--- config.mk ---
export PLATFORM = sky130hd
export DESIGN_NAME = keypad_scanner
export DESIGN_NICKNAME = d
export VERILOG_FILES = /design/src/rtl/keypad_pkg.sv /design/src/rtl/keypad_timer.sv /design/src/rtl/keypad_scanner.sv
export SDC_FILE = /design/constraint.sdc
export NUM_CORES = 1
export LEC_CHECK = 0
export ABC_AREA = 1
export CAP_MARGIN = 0
export CORE_MARGIN = 1.5
export CORE_UTILIZATION = 41
export CTS_CLUSTER_SIZE = 10
export DETAILED_ROUTE_END_ITERATION = 16
export PLACE_DENSITY = 0.55
export SLEW_MARGIN = 20
export SYNTH_ARGS = -nofsm -noshare
export SYNTH_HDL_FRONTEND = slang
export SYNTH_SLANG_ARGS = --single-unit
--- constraint.sdc ---
create_clock -name clk -period 2.85 [get_ports clk]
set_clock_uncertainty 0.05 [all_clocks]
set_input_delay 0.285 -clock clk [delete_from_list [all_inputs] [get_ports clk]]
set_output_delay 0.285 -clock clk [all_outputs]
set_load 0.02 [all_outputs]
--- src/rtl/keypad_pkg.sv ---
// Shared state type and sizing helpers for the matrix keypad scanner.
package keypad_pkg;

    // SETTLE: row settling | SAMPLE: read columns | DEBOUNCE: press check | REPORT: event pending | HELD: wait release
    typedef enum logic [2:0] {SETTLE, SAMPLE, DEBOUNCE, REPORT, HELD} state_t;

    function automatic int code_width(input int rows, input int cols);
        return $clog2(rows * cols);
    endfunction

    function automatic int timer_width(input int max_count);
        return (max_count < 1) ? 1 : $clog2(max_count + 1);
    endfunction

    function automatic int max2(input int a, input int b);
        return (a > b) ? a : b;
    endfunction

endpackage

--- src/rtl/keypad_timer.sv ---
// Loadable down-counter with zero flag; saturates at zero instead of wrapping.
module keypad_timer
    import keypad_pkg::*;
#(
    parameter int W = 4
) (
    input  logic         clk,
    input  logic         rst,
    input  logic         load,
    input  logic [W-1:0] load_val,
    input  logic         dec,
    output logic [W-1:0] count,
    output logic         zero
);

    always_ff @(posedge clk or posedge rst) begin
        if (rst) begin
            count <= '0;
        end else if (load) begin
            count <= load_val;
        end else if (dec && (count != '0)) begin
            count <= count - 1'b1;
        end
    end

    assign zero = (count == '0);

endmodule

--- src/rtl/keypad_scanner.sv ---
// Row/column keypad scanner with single-timer debounce and valid/ready key events.
// Optional auto-repeat while held: define KEYPAD_SCANNER_REPEAT_EN.
module keypad_scanner
    import keypad_pkg::*;
#(
    parameter int   ROWS            = 4,
    parameter int   COLS            = 4,
    parameter int   SETTLE_CYCLES   = 16,
    parameter int   DEBOUNCE_CYCLES = 1000,
    parameter logic COL_IDLE        = 1'b1
`ifdef KEYPAD_SCANNER_REPEAT_EN
    ,
    parameter int   REPEAT_DELAY    = 50000,
    parameter int   REPEAT_PERIOD   = 10000
`endif
) (
    input  logic                                clk,
    input  logic                                rst,
    output logic [ROWS-1:0]                     row_drive,
    input  logic [COLS-1:0]                     col_in,
    output logic [code_width(ROWS, COLS)-1:0]   key_code,
    output logic                                key_valid,
    input  logic                                key_ready,
    output logic                                key_held
);

    localparam int RW  = $clog2(ROWS);
    localparam int CIW = $clog2(COLS);
    localparam int CW  = code_width(ROWS, COLS);
`ifdef KEYPAD_SCANNER_REPEAT_EN
    localparam int TMAX = max2(max2(SETTLE_CYCLES, DEBOUNCE_CYCLES), max2(REPEAT_DELAY, REPEAT_PERIOD));
`else
    localparam int TMAX = max2(SETTLE_CYCLES, DEBOUNCE_CYCLES);
`endif
    localparam int TW = timer_width(TMAX);

    localparam logic [TW-1:0] T_SETTLE = TW'(SETTLE_CYCLES);
    localparam logic [TW-1:0] T_DEB    = TW'(DEBOUNCE_CYCLES);
    localparam logic [TW-1:0] T_ONE    = TW'(1);
`ifdef KEYPAD_SCANNER_REPEAT_EN
    localparam logic [TW-1:0] T_RDLY   = TW'(REPEAT_DELAY);
    localparam logic [TW-1:0] T_RPER   = TW'(REPEAT_PERIOD);
    localparam logic [TW-1:0] T_HELD   = T_RDLY;
`else
    localparam logic [TW-1:0] T_HELD   = T_DEB;
`endif

    state_t          state;
    logic [RW-1:0]   row;
    logic [CIW-1:0]  col_q;
    logic            rel_phase;

    logic            tmr_load;
    logic            tmr_dec;
    logic [TW-1:0]   tmr_val;
    logic [TW-1:0]   count;
    logic            zero;

    logic [COLS-1:0] active;
    logic [COLS-1:0] col_mask;
    logic [CIW-1:0]  low_col;
    logic            any_act;
    logic            exact;
    logic            hit;
    logic            expire;
    logic            pending;
    logic            accept;
    logic [TW-1:0]   rel_val;
    logic            rel_done;

    function automatic logic [ROWS-1:0] row_pattern(input logic [RW-1:0] r);
        logic [ROWS-1:0] p;
        p    = {ROWS{COL_IDLE}};
        p[r] = ~COL_IDLE;
        return p;
    endfunction

    function automatic logic [RW-1:0] next_row(input logic [RW-1:0] r);
        return (r == RW'(ROWS - 1)) ? '0 : r + 1'b1;
    endfunction

    keypad_timer #(.W(TW)) u_timer (
        .clk      (clk),
        .rst      (rst),
        .load     (tmr_load),
        .load_val (tmr_val),
        .dec      (tmr_dec),
        .count    (count),
        .zero     (zero)
    );

    assign active   = col_in ^ {COLS{COL_IDLE}};
    assign any_act  = |active;
    assign col_mask = COLS'(1) << col_q;
    assign exact    = (active == col_mask);
    assign hit      = active[col_q];
    assign expire   = zero || (count == T_ONE);
    assign pending  = key_valid && !key_ready;
    assign accept   = key_valid && key_ready;
    // Release timing reuses the timer; the first inactive cycle behaves as if DEBOUNCE was loaded.
    assign rel_val  = rel_phase ? count : T_DEB;
    assign rel_done = (rel_val <= T_ONE);

    always_comb begin
        low_col = '0;
        for (int i = COLS - 1; i >= 0; i--) begin
            if (active[i]) low_col = i[CIW-1:0];
        end
    end

    always_comb begin
        tmr_load = 1'b0;
        tmr_dec  = 1'b0;
        tmr_val  = count;
        case (state)
            SETTLE:   tmr_dec = 1'b1;
            SAMPLE: begin
                tmr_load = 1'b1;
                tmr_val  = any_act ? T_DEB : T_SETTLE;
            end
            DEBOUNCE: begin
                if (!exact) begin
                    tmr_load = 1'b1;
                    tmr_val  = T_SETTLE;
                end else begin
                    tmr_dec = 1'b1;
                end
            end
            REPORT: begin
                if (accept) begin
                    tmr_load = 1'b1;
                    tmr_val  = T_HELD;
                end
            end
            HELD: begin
                if (hit) begin
`ifdef KEYPAD_SCANNER_REPEAT_EN
                    if (rel_phase) begin
                        tmr_load = 1'b1;
                        tmr_val  = T_RDLY;
                    end else if (!pending) begin
                        if (expire) begin
                            tmr_load = 1'b1;
                            tmr_val  = T_RPER;
                        end else begin
                            tmr_dec = 1'b1;
                        end
                    end
`endif
                end else begin
                    tmr_load = 1'b1;
                    if (rel_done) tmr_val = pending ? rel_val : T_SETTLE;
                    else          tmr_val = rel_val - 1'b1;
                end
            end
            default: ;
        endcase
    end

    always_ff @(posedge clk or posedge rst) begin
        if (rst) begin
            state     <= SETTLE;
            row       <= '0;
            row_drive <= row_pattern('0);
            col_q     <= '0;
            key_code  <= '0;
            key_valid <= 1'b0;
            key_held  <= 1'b0;
            rel_phase <= 1'b0;
        end else begin
            case (state)
                SETTLE: begin
                    if (expire) state <= SAMPLE;
                end
                SAMPLE: begin
                    if (any_act) begin
                        col_q    <= low_col;
                        key_code <= CW'(int'(row) * COLS + int'(low_col));
                        state    <= DEBOUNCE;
                    end else begin
                        row       <= next_row(row);
                        row_drive <= row_pattern(next_row(row));
                        state     <= SETTLE;
                    end
                end
                DEBOUNCE: begin
                    if (!exact) begin
                        state <= SETTLE;
                    end else if (expire) begin
                        key_valid <= 1'b1;
                        state     <= REPORT;
                    end
                end
                REPORT: begin
                    if (accept) begin
                        key_valid <= 1'b0;
                        key_held  <= 1'b1;
                        rel_phase <= 1'b0;
                        state     <= HELD;
                    end
                end
                HELD: begin
                    if (accept) key_valid <= 1'b0;
                    if (hit) begin
                        rel_phase <= 1'b0;
`ifdef KEYPAD_SCANNER_REPEAT_EN
                        if (!rel_phase && !pending && expire) key_valid <= 1'b1;
`endif
                    end else begin
                        rel_phase <= 1'b1;
                        // Never leave with an event outstanding, or key_code could be overwritten.
                        if (rel_done && !pending) begin
                            key_held  <= 1'b0;
                            row       <= next_row(row);
                            row_drive <= row_pattern(next_row(row));
                            state     <= SETTLE;
                        end
                    end
                end
                default: state <= SETTLE;
            endcase
        end
    end

endmodule

### Word-level counts from Yosys, hierarchy flattened

Cells that the tools add are included.

| cells by class | value |
|---|---|
| reductions and logical operators | 24 |
| eq/ne operators | 20 |
| order comparisons | 4 |
| mux-type cells | 50 |
| shifts and indexed selects | 1 |
| $add $sub $neg | 4 |
| bitwise operators | 2 |

Operators by type and width:

| kind | number |
|---|---|
| 10-bit two-way mux | 9 |
| 10-bit case mux with 4 select lines | 1 |
| 10-bit by 1-bit subtractor with 10-bit output, second input constant | 2 |
| 2-bit two-way mux | 9 |
| 3-bit two-way mux | 6 |
| 3-bit case mux with 5 select lines | 1 |
| 2-bit != test, second input constant | 7 |
| 1-bit two-way mux | 12 |
| 4-bit two-way mux | 3 |
| 3-bit != test, second input constant | 4 |
| 4-bit AND reduction | 3 |
| 10-bit by 1-bit equality test with 1-bit output, second input constant | 1 |
| 10-bit by 1-bit less-or-equal comparator with 1-bit output, second input constant | 1 |
| 10-bit zero test | 1 |
| 5-bit AND reduction | 2 |
| 10-bit nonzero test | 1 |
| 4-bit NOT | 2 |
| 1-bit case mux with 2 select lines | 4 |
| 4-bit case mux with 2 select lines | 1 |
| 2-bit nonzero test | 4 |
| 3-bit by 2-bit equality test with 1-bit output, second input constant | 2 |
| 2-bit by 3-bit less-than comparator with 1-bit output, second input constant | 2 |
| 1-bit logical AND | 5 |
| 5-bit by 1-bit != test with 1-bit output, second input constant | 1 |
| 19 further kinds | 21 |

| storage, ports and cells | value |
|---|---|
| output and inout port bits | 10 |
| logic and storage cells | 114 |
| input port bits | 7 |
| flip-flop bits (word level) | 28 |

### Depth between registers and ports, before layout

Gate-level depths: netlist of the first run.

| logic depth | value |
|---|---|
| word-level depth | 10 |
| mapped depth | 13 |
| gate-level depth less buffers | 13 |

### Modules after synthesis

A second synthesis of the first run with hierarchy kept.

| second synthesis, totals | value |
|---|---|
| cells, all modules | 383 |
| area, all modules | 2,339.7 um^2 |

By module, submodules not included:

| module | sequential area each (um^2) | cells each | times used | area each (um^2) |
|---|---|---|---|---|
| keypad_scanner | 404.1 | 264 | 1 | 1,585.3 |
| keypad_timer | 250.2 | 119 | 1 | 754.5 |

### Worst setup path before layout of the first run

Ideal clock, no wire load.

| path | value |
|---|---|
| path kind | register to register |
| start | register rel_phase |
| end | register state[1] |
| clock period less this slack | 1.992 ns |
| cell stages (with the launch flop) | 13 |
| required time | 2.724 ns |
| path buffers | 2 |
| setup slack | 0.858 ns |
| data arrival time | 1.866 ns |
| setup time | 0.076 ns |
| path through | dfrtp_1 > buf_2 > buf_2 > nand2_1 > ha_1 > or2_2 > nand4_2 > nand2_1 > nand2_1 > nor2_1 > o21ai_1 > nand2_1 > o21ai_1 |

| between the ends | value |
|---|---|
| longest elaborated chain between the ends | 5 |

Ends and longest elaborated chain:

| item | RTL line | RTL |
|---|---|---|
| start, declared | keypad_scanner.sv:51 | `logic rel_phase;` |
| start signal, assigned | keypad_scanner.sv:169 | `rel_phase <= 1'b0;` |
| start signal, assigned | keypad_scanner.sv:198 | `rel_phase <= 1'b0;` |
| start signal, assigned | keypad_scanner.sv:205 | `rel_phase <= 1'b0;` |
| 10-bit two-way mux | keypad_scanner.sv:101 | `assign rel_val = rel_phase ? count : T_DEB;` |
| 10-bit by 1-bit less-or-equal comparator with 1-bit output | keypad_scanner.sv:102 | `assign rel_done = (rel_val <= T_ONE);` |
| 1-bit logical AND | keypad_scanner.sv:212 | `if (rel_done && !pending) begin` |
| 2-bit != test (no line) | n/a |  |
| 5-bit AND reduction (no line) | n/a |  |
| end signal, assigned | keypad_scanner.sv:199 | `state <= HELD;` |
| end signal, assigned | keypad_scanner.sv:216 | `state <= SETTLE;` |
| end signal, assigned | keypad_scanner.sv:220 | `default: state <= SETTLE;` |
| end, declared | keypad_scanner.sv:48 | `state_t state;` |

Every way passes these cells.
A chain may end at the register's enable or synchronous reset.

### Final worst setup path of the first run

Same ends and word-level chain as after synthesis.

==> results.yml, run 1 <==
drt:
  ant_nets: 0
  dr_total_vias: 1989
  first_pass_iters: 5
  drt-total-wl_mm: 5.238
  post_drt_via_cell_ratio: 4.875
  drc_errors: 0
  drt_iter0_markers: 142
  wl_per_cell_microns: 12.84
placed_design:
  pre_cts_ws_ns: 0.5118
  dpl.hpwl_mm: 4.001
  gp_congestion: 0.9222
  numPortBuffers: 16
timing:
  grt_setup_unrepaired: "no"
  max_slew_margin_pct: 67.28
  whs_ns: 0.3087
  final.setup.tns_ns: 0
  max_freq_mhz: 422.6
  max_slew.worst_pin.slew_ns: 0.4908
  drv_slew: 0
  fin_crit_sh_pct: 83.03
  fin_crit_ns: 2.366
  finalHoldViolations: 0
  setup_slack_ns: 0.4838
  setup_viol: 0
logic_synthesis:
  synth_edf_count: 0
  synthArstFlopShare_pct: 100.0
  synth_seq_cells: 26
  synth.avg_cell_area_sq_um: 6.897
  synth_fp_nets: 338
  yosysSeqAreaShare_pct: 29.46
  synth-main-ff-cell: "dfrtp_1"
  syn_area_sq_mm: 0.002221
  synthCells: 322
  yosys.cell_types.count: 35
  yosys_warnings: 0
pwr:
  power_density_mw_per_mm2: 1213
  p_total_uw: 3032
  power_leakage_uw: 0.001233
  peakVddDrop_mv: 0.4517
critical_path:
  critPathLaunch: "rel_phase"
  cp-start-kind: "register"
  crit_path_end_kind: "register"
  worst_ep_required_time_ns: 3.01
  cp_max_fo: 16
  worstSetupPathType: "register to register"
  cp_data_arrival_time_ns: 2.53
  regToRegStartpoint: "rel_phase"
global_route:
  grt_max_degree: 27
  grt_pass1_vias: 1828
  grt.overflow.total: 0
  grt_use_total_pct: 18.57
  grt_pass1_wl_mm: 8.756
  antenna_found_initial: 0
layout:
  drive_above_1_share_pct: 13.02
  final_nets: 355
  utilization_pct: 48.33
  antenna_cells: 0
  area_growth_pct: 12.56
clocking:
  cts_tree: "built"
  numCtsBuffers: 3
  holdBufCountCts: 0
  clock_path_buffers: 2
  clk_latency_ns: 0.28
  cts_setup_buffers: 0
  clkTransAtPathRegs_ns: 0.11
  ctsResizeCount: 0
  cts_root_buf: "clkbuf_8"
  cts_sinks: 26
  htree_levels: 1
floorplan:
  dieWidth_microns: 76.60
  row_count: 26
  dieArea_sq_mm: 0.005868
  die_h_microns: 76.60
  core_sq_mm: 0.005172
  initial_core_util_pct: 42.94
  ios: 17
worst_hold_path:
  hp-class: "input port to async pin"
run:
  maxCapViolCount: 0
status:
  status: "completed"
power by group:
part | internal, uW | switching, uW | leakage [uW]
logic | 692 | 1210 | 0.000886
registers | 579 | 230 | 0.000311
clock network | 188 | 136 | 0.0000357
cell families after synthesis:
family | count (synthesis) | share of synthesized area, %
AND/OR/NAND/NOR | 180 | 39.89
adder cells (fa/ha/maj) | 9 | 5.071
flip-flops | 26 | 29.46
XOR/XNOR | 10 | 3.944
AO/OA/AOI/OAI | 43 | 11.21
buffers and inverters | 54 | 10.42
cell type report:
cell class	count	area, sq um
tap	70	87.58
clock inverter	1	30.03
fill	523	2673
sequential	26	654.4
multi-input combinational	242	1335
clock buffer	3	41.29
timing repair buffer	17	167.7
inverter	49	183.9
cell usage after synthesis, types with 2 or more instances:
master	n	area share (%)
inv_2	7	1.2
buf_2	2	0.45
nand3_1	27	6.1
dfstp_2	3	3.5
nand4_1	11	3.1
or2_2	2	0.56
nand2_1	80	14
nor2_4	3	1.5
nor2_2	3	0.85
nand2_2	7	2.0
dfrtp_1	23	26
nand2_4	2	1.0
ha_1	9	5.1
buf_6	2	1.0
nor2_1	31	5.2
o21ai_2	4	1.6
nor3_1	6	1.4
nand3_2	2	0.90
o21ai_1	11	2.5
o21bai_1	3	1.0
a21oi_1	5	1.1
inv_1	42	7.1
xor2_1	9	3.5
o21ai_0	17	3.8
final timing paths:
check                      cells past startpoint                to  slack (ns)
max                                           10          state[1]        0.48
min                                            3  u_timer.count[0]        0.31
max reg2reg                                   10          state[1]        0.48
min reg2reg                                    2      row_drive[1]        0.43
max in group asynchronous                      3      row_drive[3]        2.13
min in group clk                               2      row_drive[1]        0.43
per-stage QoR:
step | instance area [sq um] | instances
after global routing | 2500 | 408
after global placement | 2429 | 404
after detailed placement | 2429 | 404
after CTS | 2500 | 408
final | 2500 | 408
after floorplan | 2221 | 322
critical path, cell delays in order, from the launching register on:
cell     delay (ns)
dfrtp_1        0.66
nand2_1        0.20
ha_1           0.32
or2_2          0.34
nand4_2        0.13
nand2_1        0.15
nand2_1        0.12
nor2_1         0.05
o21ai_1        0.13
nand2_1        0.07
o21ai_1        0.07
placed cells by master, fill, tap and decap left out, types with 2 or more instances in the layout:
cell | netlist | routed
o21bai_1 | 3 | 3
dfrtp_1 | 23 | 23
nor2_2 | 3 | 3
o21ai_0 | 17 | 17
nand2_2 | 7 | 7
or2_2 | 2 | 2
ha_1 | 9 | 9
o21ai_1 | 11 | 11
clkbuf_8 | 0 | 3
nand3_1 | 27 | 27
inv_2 | 7 | 7
clkdlybuf4s50_1 | 0 | 16
nand2_1 | 80 | 80
nand2_4 | 2 | 2
nand4_1 | 11 | 11
nand3_2 | 2 | 2
nor2_1 | 31 | 31
inv_1 | 42 | 42
a21oi_1 | 5 | 5
dfstp_2 | 3 | 3
xor2_1 | 9 | 9
o21ai_2 | 4 | 4
nor2_4 | 3 | 3
nor3_1 | 6 | 6
state kept, by name, summed over array words and instances, names as in the netlist:
name and cells:
state 3, key_held 1, key_valid 1, row_drive 4, row 2, rel_phase 1
u_timer.count 10, key_code 4
layer usage:
layer,GRT usage (%),share of wire [%],vias to the layer above
li1,-,-,1067
met1,27.81,51,873
met2,28.39,43,47
met3,2.036,4.7,2
met4,4.444,0.73,0
met5,0,0,-
Note: power is estimated with default switching activity, not from simulation.
==> run 2, diff against run 1 <==
==> constraint.sdc (replaced) <==
create_clock -name clk -period 2.2 [get_ports clk]
set_clock_uncertainty 0.05 [all_clocks]
set_input_delay 0.22 -clock clk [delete_from_list [all_inputs] [get_ports clk]]
set_output_delay 0.22 -clock clk [all_outputs]
set_load 0.02 [all_outputs]
==> results.yml, run 2 (synthesis results as in run 1) <==
layout:
  utilization_pct: 48.89
  area_growth_pct: 13.86
  antenna_cells: 0
  largest_register_ffs: 10
  final_nets: 358
  fill_cells: 526
  reg.largest.list: "u_timer.count (10), key_code (4), row_drive (4)"
  layout_common_cells: "nand2_1, inv_1, nor2_1"
  drive_above_1_share_pct: 14.37
  final_common_cell: "nand2_1"
  largest_register: "u_timer.count"
timing:
  setup_viol: 0
  max_slew_margin_pct: 73.79
  fin_crit_ns: 1.993
  max_freq_mhz: 501.7
  max_slew.worst_pin.slew_ns: 0.3902
  grt_setup_unrepaired: "yes"
  final.setup.tns_ns: 0
  drv_slew: 0
  fin_crit_sh_pct: 90.61
  finalHoldViolations: 0
global_route:
  grt_max_degree: 27
  antenna_found_initial: 0
  grt_pass1_vias: 1926
  grt_use_total_pct: 19.15
  grt_pass1_wl_mm: 9.101
  grt.overflow.total: 0
clocking:
  ctsResizeCount: 0
  clk_latency_ns: 0.29
  htree_levels: 1
  cts_tree: "built"
  holdBufCountCts: 0
  cts_sinks: 26
  cts_setup_buffers: 0
  clock_path_buffers: 2
  cts_root_buf: "clkbuf_8"
  clkTransAtPathRegs_ns: 0.11
  numCtsBuffers: 3
floorplan:
  die_h_microns: 76.60
  initial_core_util_pct: 42.94
  row_count: 26
  dieArea_sq_mm: 0.005868
  ios: 17
  dieWidth_microns: 76.60
  core_sq_mm: 0.005172
drt:
  drt-total-wl_mm: 5.270
  drc_errors: 0
  ant_nets: 0
  first_pass_iters: 4
  post_drt_via_cell_ratio: 5.012
  wl_per_cell_microns: 12.82
  drt_iter0_markers: 129
  dr_total_vias: 2060
critical_path:
  regToRegStartpoint: "u_timer.count[0]"
  cp_max_fo: 5
  reg2regPathDepth: 11
  rrSetupSlack_ns: 0.21
  crit_path_end_kind: "register"
  rr_endpoint: "state[1]"
  cp-start-kind: "register"
  cp_data_arrival_time_ns: 2.17
  worst_ep_required_time_ns: 2.37
  worstSetupPathType: "register to register"
pwr:
  peakVddDrop_mv: 0.6712
  power_density_mw_per_mm2: 1574
  power_leakage_uw: 0.001249
placed_design:
  dpl.hpwl_mm: 4.015
  numPortBuffers: 16
  gp_congestion: 0.9405
run:
  maxCapViolCount: 0
worst_hold_path:
  hp-class: "input port to async pin"
status:
  status: "completed"
-- run 2: changes by cell type in the layout (fill, tap and decap cells not counted), sizes merged --
cell / delta
buf: +3
-- run 2: stage by stage --
step	hold WS [ns]	cell area, sq um	std cells	setup WS, ns	power, uW
2_1_floorplan	0.2078	2221	322	0.2077	2969
3_3_place_gp	0.4135	2451	407	0.1775	3532
3_5_place_dp	0.4175	2451	407	0.1388	3553
4_1_cts	0.2593	2522	411	0.1649	3985
5_1_grt	0.3088	2529	411	0.002874	4393
6_report	0.2334	2529	411	0.2066	3981
-- run 2: worst max-delay path, stage by stage, from the launching register on --
cell and delay (ns):
dfrtp_1 0.43, nand2_1 0.15, inv_1 0.09, ha_1 0.19, or2_2 0.29, nand4_2 0.16
nand2_2 0.12, nand2_1 0.11, nor2_1 0.04, o21ai_1 0.13, nand2_1 0.08, o21ai_1 0.07
-- run 2: area by class of cell --
type                            instances  area (sq um)  share of cell area, %
Clock buffer                            3         41.29                  1.633
Multi-Input combinational cell        242          1341                  53.04
Inverter                               49         183.9                  7.274
Tap cell                               70         87.58                  3.464
Sequential cell                        26         654.4                  25.88
Timing Repair Buffer                   20         190.2                  7.521
Clock inverter                          1         30.03                  1.188
-- run 2: power breakdown --
| part | switching (uW) | leakage (uW) | internal (uW) |
|---|---|---|---|
| combinational | 1600 | 0.000902 | 925 |
| sequential | 274 | 0.000311 | 751 |
| clock | 182 | 0.0000357 | 244 |
| total | 2060 | 0.00125 | 1920 |
-- run 2: how the worst max path moves through the flow --
stage | cells past startpoint | slack, ns | end | from
global placement | 10 | 0.18 | u_timer.count[2] | col_in[0]
CTS | 11 | 0.16 | state[1] | u_timer.count[0]
finish | 11 | 0.21 | state[1] | u_timer.count[0]
detailed placement | 12 | 0.14 | u_timer.count[1] | col_in[2]
floorplan | 12 | 0.21 | state[1] | rel_phase
global route | 11 | 0.003 | state[1] | u_timer.count[0]
-- run 2: metal layers --
metal	GRT usage (%)	vias to the layer above	share of wire [%]	wire (microns)
li1	-	1071	-	-
met5	0	-	0	0
met3	2.036	4	4.3	226
met1	28.09	946	50	2628
met4	4.444	0	0.91	48
met2	30.09	39	45	2366
==> run 3, diff against run 2 <==
--- a/config.mk
+++ b/config.mk
@@ -7,11 +7,15 @@
 export LEC_CHECK = 0
 export ABC_AREA = 1
 export CAP_MARGIN = 0
+export CELL_PAD_IN_SITES_DETAIL_PLACEMENT = 0
+export CELL_PAD_IN_SITES_GLOBAL_PLACEMENT = 1
 export CORE_MARGIN = 1.5
 export CORE_UTILIZATION = 41
+export CTS_BUF_LIST = sky130_fd_sc_hd__clkbuf_4 sky130_fd_sc_hd__clkbuf_8 sky130_fd_sc_hd__clkbuf_16
 export CTS_CLUSTER_SIZE = 10
 export DETAILED_ROUTE_END_ITERATION = 16
-export PLACE_DENSITY = 0.55
+export PLACE_DENSITY = 0.74
+export SKIP_LAST_GASP = 1
 export SLEW_MARGIN = 20
 export SYNTH_ARGS = -nofsm -noshare
 export SYNTH_HDL_FRONTEND = slang
==> results.yml, run 3 (synthesis results as in run 1) <==
layout:
  utilization_pct: 49.64
  area_growth_pct: 15.61
  largest_register: "u_timer.count"
  drive_above_1_share_pct: 15.27
  antenna_cells: 0
  layout_common_cells: "nand2_1, inv_1, nor2_1"
  fill_cells: 518
  final_nets: 364
  reg.largest.list: "u_timer.count (10), key_code (4), row_drive (4)"
  final_common_cell: "nand2_1"
  largest_register_ffs: 10
critical_path:
  crit_chain: "buf_4 -> inv_2 -> nor2_1 -> nand2_1 -> nor2_2 -> nand4_2 -> o21ai_1 -> nand2_2 -> nor2_1 -> a21oi_1"
  path_delay_family: "simple AND/OR/NAND/NOR gates"
  rr_endpoint: "row[1]"
  worstSetupPathType: "register to register"
  cp_max_fo: 12
  worst_ep_required_time_ns: 2.32
  cp_common_cell: "nor2_1"
  reg2regPathDepth: 10
  cp-start-kind: "register"
  crit_path_top_delay_cell: "dfrtp_1"
  cp_slowest_stage_delay_ns: 0.41
  crit_path_end_kind: "register"
  critPathLaunch: "rel_phase"
  cp_data_arrival_time_ns: 2.11
  worst-path-buf-inv: 2
  regToRegStartpoint: "rel_phase"
  rrSetupSlack_ns: 0.21
timing:
  finalHoldViolations: 0
  fin_crit_ns: 1.990
  drv_slew: 0
  grt_setup_unrepaired: "no"
  fin_crit_sh_pct: 90.45
  max_slew_margin_pct: 71.55
  setup_viol: 0
  max_freq_mhz: 502.6
  final.setup.tns_ns: 0
  max_slew.worst_pin.slew_ns: 0.4235
  whs_ns: 0.2434
clocking:
  cts_setup_buffers: 0
  numCtsBuffers: 3
  cts_tree: "built"
  holdBufCountCts: 0
  clkTransAtPathRegs_ns: 0.10
  clock_path_buffers: 2
  clk_latency_ns: 0.28
  cts_sinks: 26
  htree_levels: 1
  cts_root_buf: "clkbuf_8"
  ctsResizeCount: 0
drt:
  dr_total_vias: 2085
  post_drt_via_cell_ratio: 5.000
  highest_layer: "met4"
  drt-met1-wl_mm: 3.061
  drc_errors: 0
  wl_met2_mm: 2.327
  first_pass_iters: 4
  wl_met3_microns: 246
  ant_nets: 0
  wl_per_cell_microns: 13.65
  drt-total-wl_mm: 5.692
  drt_iter0_markers: 126
floorplan:
  dieArea_sq_mm: 0.005868
  die_h_microns: 76.60
  row_count: 26
  initial_core_util_pct: 42.94
  dieWidth_microns: 76.60
  ios: 17
  core_sq_mm: 0.005172
global_route:
  grt_max_degree: 27
  grt_pass1_wl_mm: 9.756
  grt_use_total_pct: 20.82
  antenna_found_initial: 0
  grt.overflow.total: 0
  grt_pass1_vias: 1947
pwr:
  power_leakage_uw: 0.001276
  power_density_mw_per_mm2: 1600
  peakVddDrop_mv: 0.7781
placed_design:
  dpl.hpwl_mm: 4.474
  gp_congestion: 0.8337
  numPortBuffers: 16
worst_hold_path:
  hp-class: "input port to async pin"
run:
  maxCapViolCount: 0
status:
  status: "completed"
## run 3: worst max-delay path by stage
stage / to / depth (start not counted) / slack [ns]
6_report: row[1] / 10 / 0.21
4_1_cts: row[1] / 10 / 0.23
2_1_floorplan: state[1] / 12 / 0.21
5_1_grt: u_timer.count[6] / 11 / 0.04
3_3_place_gp: u_timer.count[1] / 11 / 0.1
3_5_place_dp: u_timer.count[1] / 11 / 0.11
## run 3: power breakdown
part           switching (uW)  internal [uW]  total (uW)
Combinational            1700            989        2690
Clock                     175            244         419
Sequential                251            751        1000
Total                    2120           1980        4110
## run 3: worst min-delay path, stage by stage
cell	delay, ns
clkdlybuf4s50_1	0.40
inv_1	0.05
buf_4	0.32
## run 3: cell type report
type / instances / area [sq um] / area share [%]
Clock inverter: 1 / 30.03 / 1.170
Inverter: 49 / 183.9 / 7.164
Timing Repair Buffer: 26 / 235.2 / 9.162
Tap cell: 70 / 87.58 / 3.411
Sequential cell: 26 / 654.4 / 25.49
Clock buffer: 3 / 41.29 / 1.608
Multi-Input combinational cell: 242 / 1335 / 52.00
## run 3: layer usage
layer,up-vias,global-route usage [%]
met2,45,30.00
met4,0,4.815
met5,-,0
met1,950,32.82
met3,6,2.156
li1,1084,-
## run 3: metrics by stage
stage               area [sq um]  worst slack, ns  instances  power, uW
finish                      2567           0.2102        417       4108
global route                2567          0.03666        417       4543
CTS                         2567           0.2252        417       4119
detailed placement          2496           0.1102        413       3689
global placement            2496          0.09600        413       3709
floorplan                   2221           0.2077        322       2969
